`config.mk`:
```
export PLATFORM = sky130hd
export DESIGN_NAME = result_bcd_converter
export DESIGN_NICKNAME = d
export VERILOG_FILES = /design/src/rtl/result_bcd_converter.sv
export SDC_FILE = /design/constraint.sdc
export NUM_CORES = 1
export LEC_CHECK = 0
export CORE_UTILIZATION = 25
export DETAILED_ROUTE_END_ITERATION = 10
export SYNTH_ARGS = -nofsm -noshare
export SYNTH_HDL_FRONTEND = slang
export SYNTH_SLANG_ARGS = --single-unit
```
`constraint.sdc`:
```
create_clock -name clk -period 2.1 [get_ports clk]
set_input_delay 0.525 -clock clk [delete_from_list [all_inputs] [get_ports clk]]
set_output_delay 0.525 -clock clk [all_outputs]
set_load 0.005 [all_outputs]
```
`src/rtl/result_bcd_converter.sv`:
```
// Sequential binary-to-BCD converter for the ALU result, using shift-and-add-3 (one bit per clock).
// Presents four BCD digits, a sign flag and a leading-zero blanking mask to the 7-segment stage.
module result_bcd_converter #(
    parameter int W = 12
) (
    input  logic         clk,
    input  logic         rst,
    input  logic         start,
    input  logic [W-1:0] value,
    input  logic         is_signed,
    output logic         busy,
    output logic         done,
    output logic [15:0]  bcd,
    output logic         neg,
    output logic [3:0]   digit_en
);

    localparam logic [3:0] CNT_LAST = 4'(W);

    typedef enum logic [1:0] {IDLE, SHIFT, DONE} state_t;

    state_t       state;
    state_t       state_nxt;
    logic         start_q;
    logic         start_rise;
    logic [15:0]  scratch;
    logic [15:0]  scratch_adj;
    logic [3:0]   cnt;
    logic [W-1:0] mag;
    logic         sign_q;
    logic         last_shift;

    function automatic logic [3:0] add3(input logic [3:0] nib);
        return (nib >= 4'd5) ? nib + 4'd3 : nib;
    endfunction

    function automatic logic [3:0] blank_mask(input logic [15:0] digits);
        logic [3:0] m;
        m[3] = (digits[15:12] != 4'd0);
        m[2] = m[3] | (digits[11:8] != 4'd0);
        m[1] = m[2] | (digits[7:4] != 4'd0);
        m[0] = 1'b1;
        return m;
    endfunction

    assign start_rise  = start & ~start_q;
    assign busy        = (state != IDLE);
    assign last_shift  = (state == SHIFT) && (cnt == CNT_LAST);
    assign scratch_adj = {add3(scratch[15:12]), add3(scratch[11:8]),
                          add3(scratch[7:4]),   add3(scratch[3:0])};

    always_ff @(posedge clk or negedge rst) begin
        if (!rst) begin
            state <= IDLE;
        end else begin
            state <= state_nxt;
        end
    end

    always_comb begin
        state_nxt = state;
        case (state)
            IDLE:    if (start_rise) state_nxt = SHIFT;
            SHIFT:   if (last_shift) state_nxt = DONE;
            DONE:    state_nxt = IDLE;
            default: state_nxt = IDLE;
        endcase
    end

    // Control and output registers; cnt reaching W means all bits have been shifted in
    always_ff @(posedge clk or negedge rst) begin
        if (!rst) begin
            start_q  <= 1'b0;
            scratch  <= 16'd0;
            cnt      <= 4'd0;
            bcd      <= 16'd0;
            neg      <= 1'b0;
            digit_en <= 4'b0001;
            done     <= 1'b0;
        end else begin
            start_q <= start;
            done    <= 1'b0;
            if (state == IDLE && start_rise) begin
                scratch <= 16'd0;
                cnt     <= 4'd0;
            end else if (last_shift) begin
                bcd      <= scratch;
                neg      <= sign_q;
                digit_en <= blank_mask(scratch);
                done     <= 1'b1;
            end else if (state == SHIFT) begin
                scratch <= {scratch_adj[14:0], mag[W-1]};
                cnt     <= cnt + 4'd1;
            end
        end
    end

    // Captured operand: magnitude shifts out MSB first, sign is held for the whole conversion
    always_ff @(posedge clk) begin
        if (state == IDLE && start_rise) begin
            sign_q <= is_signed & value[W-1];
            mag    <= (is_signed && value[W-1]) ? -value : value;
        end else if (state == SHIFT && !last_shift) begin
            mag <= {mag[W-2:0], 1'b0};
        end
    end

endmodule

```
# Yosys cells after proc, flatten, opt, wreduce, memory -nomap -nowiden
# Index checks and enable logic that the tools add are counted.
# W data, S select, Z words.
# totals
register_bits	57
input_bits	16
out_inout_bits	23
wordCells	64
# classes
addsub	6
n_lt_le_gt_ge	4
eq_ne	5
mux	18
bitwise	6
n_reduce_logical	15
# op_table
operator	n
$mux W16	3
$mux W12	3
$mux W4	6
$ge A4 B3 Y1 const B	4
$add A4 B2 Y4 const B	3
$neg A12 Y12	1
$reduce_bool A4 Y1	3
$reduce_and A2 Y1	3
$reduce_bool A2 Y1	3
$add A4 B1 Y4 const B	1
$eq A4 B4 Y1 const B	1
$logic_and A1 B1 Y1	4
$mux W2	2
$ne A2 B2 Y1 const B	2
$pmux W2 S2	1
$add A3 B2 Y3 const B	1
$mux W3	1
$and A1 B1 Y1	2
$eq A2 B1 Y1 const B	1
$logic_not A2 Y1	1
$mux W1	2
$ne A2 B1 Y1 const B	1
$not A1 Y1	2
$or A1 B1 Y1	2
$logic_not A1 Y1	1

# Logic depth before layout (Yosys ltp)
# Gate-level depths: netlist (run 1).
# logic_depth
depth_word	6
mapped_depth	7

# Least setup slack after synthesis (run 1)
# OpenSTA, ideal clock, no wires.
# synth_path
kind	input to register
from	input value[0]
to	register mag[8], data pin
setup_time_ps	267
t_arrival_ps	1661
path_slack_ps	172
path_stages	6
path_cell_list	inv_1 -> ha_1 -> or4b_4 -> o41ai_2 -> xor2_1 -> o21ai_0
# synth_between
elab_chain_cells	3
# synth_lines
element	line	text
start: declaration	9	input logic [W-1:0] value,
$neg A12 Y12	102	mag <= (is_signed && value[W-1]) ? -value : value;
$mux W12	102	
$mux W12	100	if (state == IDLE && start_rise) begin
end signal: assignment	102	
end signal: assignment	104	mag <= {mag[W-2:0], 1'b0};
end: declaration	29	logic [W-1:0] mag;
# Every way passes these cells.
# A chain may end at the register's enable or synchronous reset.

# Final worst setup path (run 1)
# layout_path
from	register state[0]
to	output busy
# layout_between
elab_chain_cells	1
# layout_lines
element	line	text
start: declaration	22	state_t state;
start signal: assignment	56	state <= state_nxt;
$reduce_bool A2 Y1	47	assign busy = (state != IDLE);
end: declaration	11	output logic busy,
# Every way passes these cells.

==> flow_metrics.tcl, run 1 <==
set metrics [dict create \
    status "finished clean" \
    tightest_slew_ps 561 \
    timing.fmax_ghz 0.502 \
    routed_wl_um 5810 \
    synth.top_cell.area_share 0.382 \
    endpoint_kind "primary output" \
    io_pins 39 \
    finClkSkew_ps 6.71 \
    clock_sinks 57 \
    overflow 0 \
    critPathLaunchType "flop" \
    critPathBufInv 1 \
    regToRegEndpoint "digit_en[1]$_DFFE_PN0P_" \
    clockBufferDepth 2 \
    setup_viol 0 \
    cp_cell_sequence "or2_2, clkdlybuf4s50_1" \
    endpoint "busy" \
    drt-wirelength-per-cell_um 12.5 \
    reg2reg_slack_ps 330 \
    cp.depth 2 \
    min_path_type "input pin to async pin" \
    most-common-layout-cells "dfrtp_1 (44), clkdlybuf4s50_1 (34), o21ai_0 (23)" \
    cpLargestDelayFamily "buffers and inverters" \
    synth_top_area_cell "dfrtp_1" \
    cellPowerDensity_nw_per_um2 1430 \
    cts_buffers 9 \
    place_ws_ps -370 \
    rows 38 \
    pwr-share-seq 0.357 \
    totalPowerFinal_mw 5.61 \
    cts.hold.buffers_added 0 \
    antenna_found_initial 0 \
    core_area_um2 11000 \
    required_ps 1570 \
    power.leakage_nw 1.66 \
    die_area_um2 12000 \
    crit_fanout 4 \
    fin_ws_ps 109 \
    syn_area_um2 2880 \
    synth_nets 288 \
    ys_top_cells_by_area "dfrtp_1 (38%), edfxtp_1 (14%), mux2_2 (8.6%), ha_1 (6.1%), o21ai_0 (4.2%)" \
    reg2reg_depth 6 \
    finalMaxSlewViolations 0 \
    final_layout_size_suffix_gt1_frac 0.225 \
    yosys_warnings 0 \
    drc 0 \
    netlist-cell-type-count 41 \
    arrival_ps 1470 \
    grt_max_degree 45 \
    hold_viol 0 \
    maxSlewHeadroom 0.626 \
    r2r_start "scratch[12]$_DFFE_PN0P_" \
    synth.yosys.seq_area_share 0.517 \
    insertedDiodeCount 0 \
    crit_start "state[0]$_DFFE_PN0P_" \
    dp_hpwl_um 4120 \
    track_usage 0.111 \
    start_util 0.261 \
    grt_pass1_vias 2097 \
    ant_nets 0 \
    yosys_most_used_dff "dfrtp_1" \
    drt_iter0_markers 105 \
    slowest_delay_ps 460 \
    place.gp.congestion 0.829 \
    netSwitchingFraction 0.315 \
    finalCriticalPeriod_ps 1990 \
    final_nets 350 \
    async_flop_share 0.772 \
    ir_drop_mv 0.523 \
    synth-edff-count 13 \
    fin_setup_tns_ps 0 \
    p_switching_mw 1.77 \
    combinationalPowerShare 0.367 \
    h-tree-depth 3 \
    post-route-util 0.355 \
    clk_latency_ps 320 \
    n_fill_cell 1099 \
    postSynthCellCount 258 \
    clkTransAtPathRegs_ps 50 \
    first_pass_iters 4 \
    num_vias 2146 \
    via_per_inst 4.62 \
    cts_root_buf "clkbuf_16" \
    grt_pass1_wl_um 9930 \
    p_int_mw 3.84 \
    synth-seq-cells 57 \
    die_x_um 109 \
    fp.dieH_um 109 \
    clkPwrFrac 0.276 \
    rsz0062_at_grt "false" \
    final_common_cell "dfrtp_1" \
    finalCritPeriodShare 0.948 \
    crit_type "flop to primary output" \
    areaGrowthSynthToFinish_pct 35.9 \
    cts_tree "yes" \
    critical-path-slowest-cell "clkdlybuf4s50_1" \
    port-buffer-count 37 \
    cap_viol_max_count 0 \
    avgSynthCellArea_um2 11.2 \
]
-- metrics by stage --
stage / hold slack, ps / instance area [um2] / instances
final: 280 / 3920 / 465
after floorplan: 229 / 2880 / 258
after global placement: 474 / 3570 / 448
after CTS: 305 / 3920 / 465
after detailed placement: 476 / 3570 / 448
after global routing: 336 / 3920 / 465
-- state kept, by name (all words and copies together) (netlist names) --
register,flops
scratch,16
bcd,16
start_q,1
digit_en,3
state,2
cnt,4
neg,1
mag,12
sign_q,1
done,1
-- power by group through the flow --
stage                     clock, mW  sequential (mW)  combinational, mW
final                          1.55             2.00               2.06
after global placement            0             2.01               2.02
after detailed placement          0             2.03               2.07
after global routing           1.64             2.08               2.33
after CTS                      1.58             2.01               2.10
after floorplan                   0             1.95               1.26
-- worst min-delay path by stage --
stage | start | end | slack, ps | cells past startpoint
finish | rst | bcd[10]$_DFFE_PN0P_ | 280 | 2
floorplan | rst | bcd[0]$_DFFE_PN0P_ | 230 | 0
global placement | sign_q$_DFFE_PP_ | neg$_DFFE_PN0P_ | 470 | 1
global route | rst | scratch[5]$_DFFE_PN0P_ | 340 | 2
detailed placement | mag[11]$_DFFE_PP_ | scratch[0]$_DFFE_PN0P_ | 480 | 2
CTS | rst | digit_en[1]$_DFFE_PN0P_ | 300 | 2
-- timing repair --
item                                    4_1_cts  5_1_grt
setup buffers                                 1        0
pin swaps                                     2        2
endpoints found under the setup margin        1        1
hold endpoints to repair                      0        0
cloned                                        0        0
resized for setup                             5        0
-- per-layer routing --
layer,track usage,share of wire,wire length (um)
met5,0,0,0
met2,0.168,0.46,2680
met1,0.138,0.47,2760
met4,0.0533,0.017,100
met3,0.0433,0.047,275
-- synthesized netlist by cell type (2+ instances only) --
master	n
nor3b_1	3
o31ai_1	7
xor2_1	5
ha_1	14
o21ai_0	24
nand3_1	16
nand2_1	17
mux2_2	22
xnor2_1	10
nand2b_1	5
a31oi_1	2
inv_1	13
clkbuf_1	4
buf_2	3
edfxtp_1	13
a32o_1	4
dfrtp_1	44
nor3_1	4
a21oi_1	12
nor4_1	2
nor2_1	14
-- final cells by class --
type | count | area (um2) | share of cell area
Clock buffer | 12 | 278 | 0.0709
Clock inverter | 4 | 47.5 | 0.0121
Inverter | 15 | 61.3 | 0.0157
Multi-Input combinational cell | 176 | 1280 | 0.327
Sequential cell | 57 | 1490 | 0.381
Tap cell | 140 | 175 | 0.0447
Timing Repair Buffer | 61 | 581 | 0.148
-- cells by family (layout without fill, tap and decap cells) --
| logic type | Yosys count | count (layout) | share of synthesized area |
|---|---|---|---|
| and+or+nand+nor | 68 | 68 | 0.118 |
| buffers and inverters | 25 | 92 | 0.0434 |
| muxes | 23 | 23 | 0.0894 |
| adders and majority gates | 14 | 14 | 0.0608 |
| AOI/OAI and AO/OA | 55 | 55 | 0.124 |
| xor gates and xnor gates | 15 | 15 | 0.0456 |
| other | 1 | 1 | 0.00130 |
| DFF | 57 | 57 | 0.517 |
Power figures use the tool's default switching activity.
==> run 2: changes to the inputs <==
--- a/config.mk
+++ b/config.mk
@@ -6,6 +6,7 @@
 export NUM_CORES = 1
 export LEC_CHECK = 0
 export CORE_UTILIZATION = 25
+export CTS_CLUSTER_SIZE = 16
 export DETAILED_ROUTE_END_ITERATION = 10
 export SYNTH_ARGS = -nofsm -noshare
 export SYNTH_HDL_FRONTEND = slang
==> results of run 2 <==
The final DEF is identical to that of run 1; final timing and power are the same.
